[config.mk]
export PLATFORM = sky130hd
export DESIGN_NAME = stepunit
export DESIGN_NICKNAME = d
export VERILOG_FILES = /design/src/rtl/stepunit_pkg.sv /design/src/rtl/stepunit_sync2.sv /design/src/rtl/stepunit.sv
export SDC_FILE = /design/constraint.sdc
export NUM_CORES = 1
export LEC_CHECK = 0
export ABC_AREA = 1
export BUFFER_PORTS_ARGS = -buffer_cell sky130_fd_sc_hd__buf_4
export CAP_MARGIN = 20
export CORE_ASPECT_RATIO = 1.1
export CORE_MARGIN = 5
export CORE_UTILIZATION = 55
export CTS_CLUSTER_DIAMETER = 150
export DETAILED_ROUTE_END_ITERATION = 12
export GPL_TIMING_DRIVEN = 0
export MAX_ROUTING_LAYER = met4
export PLACE_DENSITY = 0.77
export REMOVE_ABC_BUFFERS = 1
export SYNTH_ARGS = -nofsm -noshare
export SYNTH_HDL_FRONTEND = slang
export SYNTH_HIERARCHICAL = 1
export SYNTH_SLANG_ARGS = --single-unit
export TNS_END_PERCENT = 1
[constraint.sdc]
create_clock -name clk -period 4.14 [get_ports clk]
set_clock_uncertainty 0.15 [all_clocks]
set_input_delay 1.242 -clock clk [delete_from_list [all_inputs] [get_ports clk]]
set_output_delay 1.242 -clock clk [all_outputs]
set_load 0.005 [all_outputs]
[src/rtl/stepunit_pkg.sv]
// stepunit_pkg: shared types and helpers for the step/run clock-enable generator
package stepunit_pkg;

    typedef logic [15:0] addr_t;
    typedef logic [1:0]  rate_t;

    typedef enum logic [1:0] {
        S_IDLE,
        S_PRESS_WAIT,
        S_HELD,
        S_REL_WAIT
    } stepstate_t;

    // Run-mode divisor for a rate setting; each rate step divides by 8, never below 1
    function automatic int unsigned run_div(input int unsigned base, input rate_t r);
        int unsigned d;
        d = base >> (3 * r);
        return (d == 0) ? 1 : d;
    endfunction

endpackage

[src/rtl/stepunit_sync2.sv]
// sync2: parameterised-width two-flop synchronizer with a selectable reset value
module sync2
    import stepunit_pkg::*;
#(
    parameter int             W       = 1,
    parameter logic [W-1:0]   RST_VAL = '0
) (
    input  logic         clk,
    input  logic         rst,
    input  logic [W-1:0] d,
    output logic [W-1:0] q
);

    logic [W-1:0] meta;

    // Two-stage capture; reset parks both stages at the input's idle value
    always_ff @(posedge clk or negedge rst) begin
        if (!rst) begin
            meta <= RST_VAL;
            q    <= RST_VAL;
        end else begin
            meta <= d;
            q    <= meta;
        end
    end

endmodule

[src/rtl/stepunit.sv]
// stepunit: debounced single-step / divided run-mode clock enable for the CPU core
module stepunit
    import stepunit_pkg::*;
#(
    parameter int unsigned DEBOUNCE_CYCLES = 500000,
    parameter int unsigned RUN_DIV         = 50000000
) (
    input  logic       clk,
    input  logic       rst,
    input  logic       btn_n,
    input  logic       run_sel,
    input  logic [1:0] rate,
    output logic       ce,
    output logic       pressed,
    output addr_t      cycles
);

    localparam int DW = $clog2(DEBOUNCE_CYCLES + 1);
    localparam int CW = $clog2(RUN_DIV + 1);
    localparam logic [DW-1:0] DLAST = DW'(DEBOUNCE_CYCLES - 1);
    localparam bit ONE_SAMPLE = (DEBOUNCE_CYCLES == 1);

    logic          btn_s;
    logic          run_s;
    rate_t         rate_s;
    logic          run_q;
    rate_t         rate_q;
    stepstate_t    state;
    stepstate_t    state_nx;
    logic [DW-1:0] dcnt;
    logic [DW-1:0] dcnt_nx;
    logic [CW-1:0] dcount;
    logic [CW-1:0] dcount_eff;
    logic [CW-1:0] div_m1;
    logic          key;
    logic          step_evt;
    logic          chg;
    logic          ce_nx;

    sync2 #(.W(1), .RST_VAL(1'b1))  u_btn  (.clk(clk), .rst(rst), .d(btn_n),   .q(btn_s));
    sync2 #(.W(1), .RST_VAL(1'b0))  u_run  (.clk(clk), .rst(rst), .d(run_sel), .q(run_s));
    sync2 #(.W(2), .RST_VAL(2'b00)) u_rate (.clk(clk), .rst(rst), .d(rate),    .q(rate_s));

    assign key     = ~btn_s;
    assign pressed = (state == S_HELD) || (state == S_REL_WAIT);

    // A mode or rate change restarts the period, treating this cycle as count 0
    assign chg        = (run_s != run_q) || (rate_s != rate_q);
    assign div_m1     = CW'(run_div(RUN_DIV, rate_s) - 1);
    assign dcount_eff = chg ? '0 : dcount;
    assign ce_nx      = run_s ? (dcount_eff == div_m1) : step_evt;

    // Debounce: a key edge is accepted only after DEBOUNCE_CYCLES identical samples
    always_comb begin
        state_nx = state;
        dcnt_nx  = dcnt;
        step_evt = 1'b0;
        case (state)
            S_IDLE: begin
                if (key && ONE_SAMPLE) begin
                    state_nx = S_HELD;
                    step_evt = 1'b1;
                end else if (key) begin
                    state_nx = S_PRESS_WAIT;
                    dcnt_nx  = DW'(1);
                end
            end
            S_PRESS_WAIT: begin
                if (!key) begin
                    state_nx = S_IDLE;
                    dcnt_nx  = '0;
                end else if (dcnt == DLAST) begin
                    state_nx = S_HELD;
                    dcnt_nx  = '0;
                    step_evt = 1'b1;
                end else begin
                    dcnt_nx = dcnt + 1'b1;
                end
            end
            S_HELD: begin
                if (!key && ONE_SAMPLE) begin
                    state_nx = S_IDLE;
                end else if (!key) begin
                    state_nx = S_REL_WAIT;
                    dcnt_nx  = DW'(1);
                end
            end
            S_REL_WAIT: begin
                if (key) begin
                    state_nx = S_HELD;
                    dcnt_nx  = '0;
                end else if (dcnt == DLAST) begin
                    state_nx = S_IDLE;
                    dcnt_nx  = '0;
                end else begin
                    dcnt_nx = dcnt + 1'b1;
                end
            end
            default: begin
                state_nx = S_IDLE;
                dcnt_nx  = '0;
            end
        endcase
    end

    // Debounce state; reset always lands in S_IDLE so a held key re-debounces
    always_ff @(posedge clk or negedge rst) begin
        if (!rst) begin
            state <= S_IDLE;
            dcnt  <= '0;
        end else begin
            state <= state_nx;
            dcnt  <= dcnt_nx;
        end
    end

    // Run divider, registered enable and issued-enable counter
    always_ff @(posedge clk or negedge rst) begin
        if (!rst) begin
            run_q  <= 1'b0;
            rate_q <= '0;
            dcount <= '0;
            ce     <= 1'b0;
            cycles <= '0;
        end else begin
            run_q  <= run_s;
            rate_q <= rate_s;
            dcount <= (run_s && dcount_eff != div_m1) ? dcount_eff + 1'b1 : '0;
            ce     <= ce_nx;
            cycles <= cycles + addr_t'(ce);
        end
    end

endmodule

==> metrics.md <==
| Metric | Value |
|---|---|
| Outcome | finished clean |
| Total I/O pin count | 24 |
| Antenna violations before repair | 0 |
| Row count | 35 |
| CTS Hold Bufs | 0 |
| Area delta synth->final | 8.95% |
| RePlAce Congestion | slightly below 1 |
| Layout cells sized above 1 | 0.0943 |
| Worst Path Class, Setup | reg2reg |
| Clock Power Share | 0.353 |
| Cts bufs inserted | 9 |
| Internal power | between 1 and 1.5 mW |
| Fill cell count | approximately 780 |
| Max-slew violation count | 0 |
| Mapped Area | between 4000 and 5000 um^2 |
| Quantity of gates resized following cts | 0 |
| Critical Path AT | 3.37 ns |
| Yosys Warn Count | 6 |
| Final core occ | 0.616 |
| Final-stage net count | between 700 and 800 |
| Max Freq | 308 MHz |
| Vias in the first global route | between 4000 and 5000 |
| Fin worst setup slack | between 0.8 and 0.9 ns |
| Max cap viols | 0 |
| Sw Share | 0.304 |
| Finished Layout Cells | 800 |
| Worst-Skew Late Latency | roughly 0.35 ns |
| Endpoint class of the critical path | register |
| Worst reg-to-reg path cell count | 16 |
| PortBufs | 23 |
| Setup crit start | u_rate/q[1] |
| Most common cell after layout, fill and taps aside | nand2_1 |
| DRT iter0 DRCs | 310 |
| Top sig layer | met4 |
| Least-Margin Pin Slew | roughly 0.95 ns |
| P_sw | ~480 uW |
| M1 WL | around 5300 um |
| Maximum root-to-sink buffer count | 2 |
| N_diodes | 0 |
| Cell count after synthesis | between 600 and 700 |
| R2r startpoint | u_rate/q[1] |
| Core Box Area | 8450 um^2 |
| Comb power frac | 0.149 |
| Worst rel slew slack | 0.366 |
| DR WL/cell | between 10 and 15 um |
| First-pass GRT wire length | 19700 um |
| Postcts setup bufs | 0 |
| Max VDD drop | a little under 0.3 mV |
| Syn Area/Cell | a little over 7 um^2 |
| Drt total wl | 11600 um |
| Metal2 WL | approximately 5600 um |
| Post-route setup TNS | 0 ns |
| WHS Path Cells | 0 |
| Hold path start | u_run/meta |
| Tcrit/Tclk final | 0.784 |
| Worst endpoint required time | between 4 and 5 ns |
| Effective utilization at floorplan | 0.566 |
| CTS Root Buffer Type | clkbuf_8 |
| Largest net degree at the start of global routing | 76 |
| Clock transition at path regs | around 0.080 ns |
| Largest cells by area after synthesis | dfrtp_1 (38%), nand2_1 (14%), nor2_1 (8.4%) |
| CTS tree | built |
| # H-tree levels | 3 |
| Clk sinks | between 70 and 80 |
| Pre-CTS setup slack | 0.914 ns |
| Via density | roughly 5.3 |
| CP Launch Type | register |
| Flops & latches, synth | 75 |
| RSZ-0062 raised after global routing | no |
| Pwr Density | just over 300 nW/um^2 |
| Seq/Total Area, Yosys | 0.393 |
| Worst hold margin | around 0.21 ns |
| Commonest cells after routing, fill and taps aside | nand2_1 (179), nor2_1 (107), inv_1 (79) |
| Tmin final | 3.24 ns |
| Area leader, netlist | dfrtp_1 |
| First-pass DRT Iterations | 4 |
| DR DRC count | 0 |
| Yosys cell types | 36 |
| Final setup fails | 0 |
| Die height | approximately 110 um |
| Detail Placement HPWL | a little under 9000 um |
| Die Width | 98.9 um |
| GR Overflow Total | 0 |
| Reg power frac | 0.498 |
| Placed cells | 785 |
| Metal3 WL | roughly 480 um |
| Crit Path Max Fanout | 41 |
| Die area | 10700 um^2 |
| Vias | around 4300 |
| Antenna-violating nets left | 0 |
| Leak pwr | ~2.4 nW |
| Class of the worst hold path | reg2reg |
| Synth top area share | 0.382 |
| Hold Vio Cnt, Final | 0 |
| Total GRT Usage | 0.236 |
[Yosys cell counts]
library cell and n:
nand2_4 1, a31oi_1 1, nor2_2 6, buf_2 2, nand3b_1 5, clkbuf_1 3
nand3_1 61, xnor2_2 1, o22ai_1 10, o21ai_1 1, nand4_1 15, buf_6 2
inv_1 79, ha_1 12, nor2_1 107, and2_1 1, o21ai_0 17, nand2_1 179
xnor2_1 9, nor2_4 5, nand4_2 1, nand3_2 5, dfstp_2 2, o211ai_1 1
nor4_1 1, buf_4 4, a21boi_0 2, xor2_1 33, inv_2 3, dfrtp_1 73
a22o_1 1, nand2_2 3, a21oi_1 4, nor3b_1 2, o21a_1 1, nor3_1 9
[final cells by class]
type | instances | area, um^2 | area share
clock inverters | 6 | 66.3 | 0.0127
repair buffers | 23 | 173 | 0.0331
multi-input cells | 494 | 2520 | 0.484
inverters | 82 | 308 | 0.0591
flip-flops and latches | 75 | 1880 | 0.361
clock buffers | 9 | 124 | 0.0238
well taps | 111 | 139 | 0.0267
[routing by layer]
layer | track usage | up-vias
met3 | 0.0356 | 36
li1 | - | 2140
met4 | 0.0888 | 0
met5 | - | -
met2 | 0.386 | 112
met1 | 0.297 | 1971
[critical path, stage by stage, from the launching register on]
cell,delay [ns]
dfrtp_1,0.48
inv_2,0.14
nand2_1,0.06
nand2_1,0.09
nand2_1,0.10
nor2_4,0.67
nand2_1,0.21
inv_1,0.12
ha_1,0.23
nand3_2,0.17
nor2_4,0.27
nand2_2,0.09
inv_2,0.11
nand2_1,0.06
nand2_1,0.06
nand2_1,0.06
nor2_1,0.09
[power groups by stage]
stage | clock, mW | sequential [mW] | combinational (mW)
after floorplan | 0 | 0.802 | 0.159
after global placement | 0 | 0.806 | 0.232
after detailed placement | 0 | 0.808 | 0.237
after CTS | 0.575 | 0.793 | 0.238
after global routing | 0.614 | 0.798 | 0.267
final | 0.563 | 0.793 | 0.238
[flip-flops by register name, summed over array words and instances, names as in the netlist, named ones only]
signal       cells
ce               1
cycles          16
dcnt            19
dcount          26
rate_q           2
run_q            1
state            1
u_btn/meta       1
u_btn/q          1
u_rate/meta      2
u_rate/q         2
u_run/meta       1
u_run/q          1
[worst paths after layout]
kind / slack, ns / endpoint
hold reg to reg: 0.21 / u_run/q
hold / removal: 0.21 / u_run/q
setup / recovery: 0.90 / dcount[14]
max in group asynchronous: 2.34 / dcnt[18]
min in group asynchronous: 0.87 / rate_q[1]
setup reg to reg: 0.90 / dcount[14]
[metrics by stage]
step	power, mW	cell area (um^2)
3_3_place_gp	1.04	5020
6_report	1.59	5210
5_1_grt	1.68	5210
3_5_place_dp	1.04	5020
2_1_floorplan	0.961	4710
4_1_cts	1.61	5210
[cells by family after synthesis]
family | after synthesis | synth area share
fa+ha+maj | 12 | 0.0314
buf+inv | 93 | 0.0798
xor+xnor | 43 | 0.0803
compound gates | 38 | 0.0455
flops | 75 | 0.393
simple gates | 401 | 0.370
(Power assumes the default switching activity.)
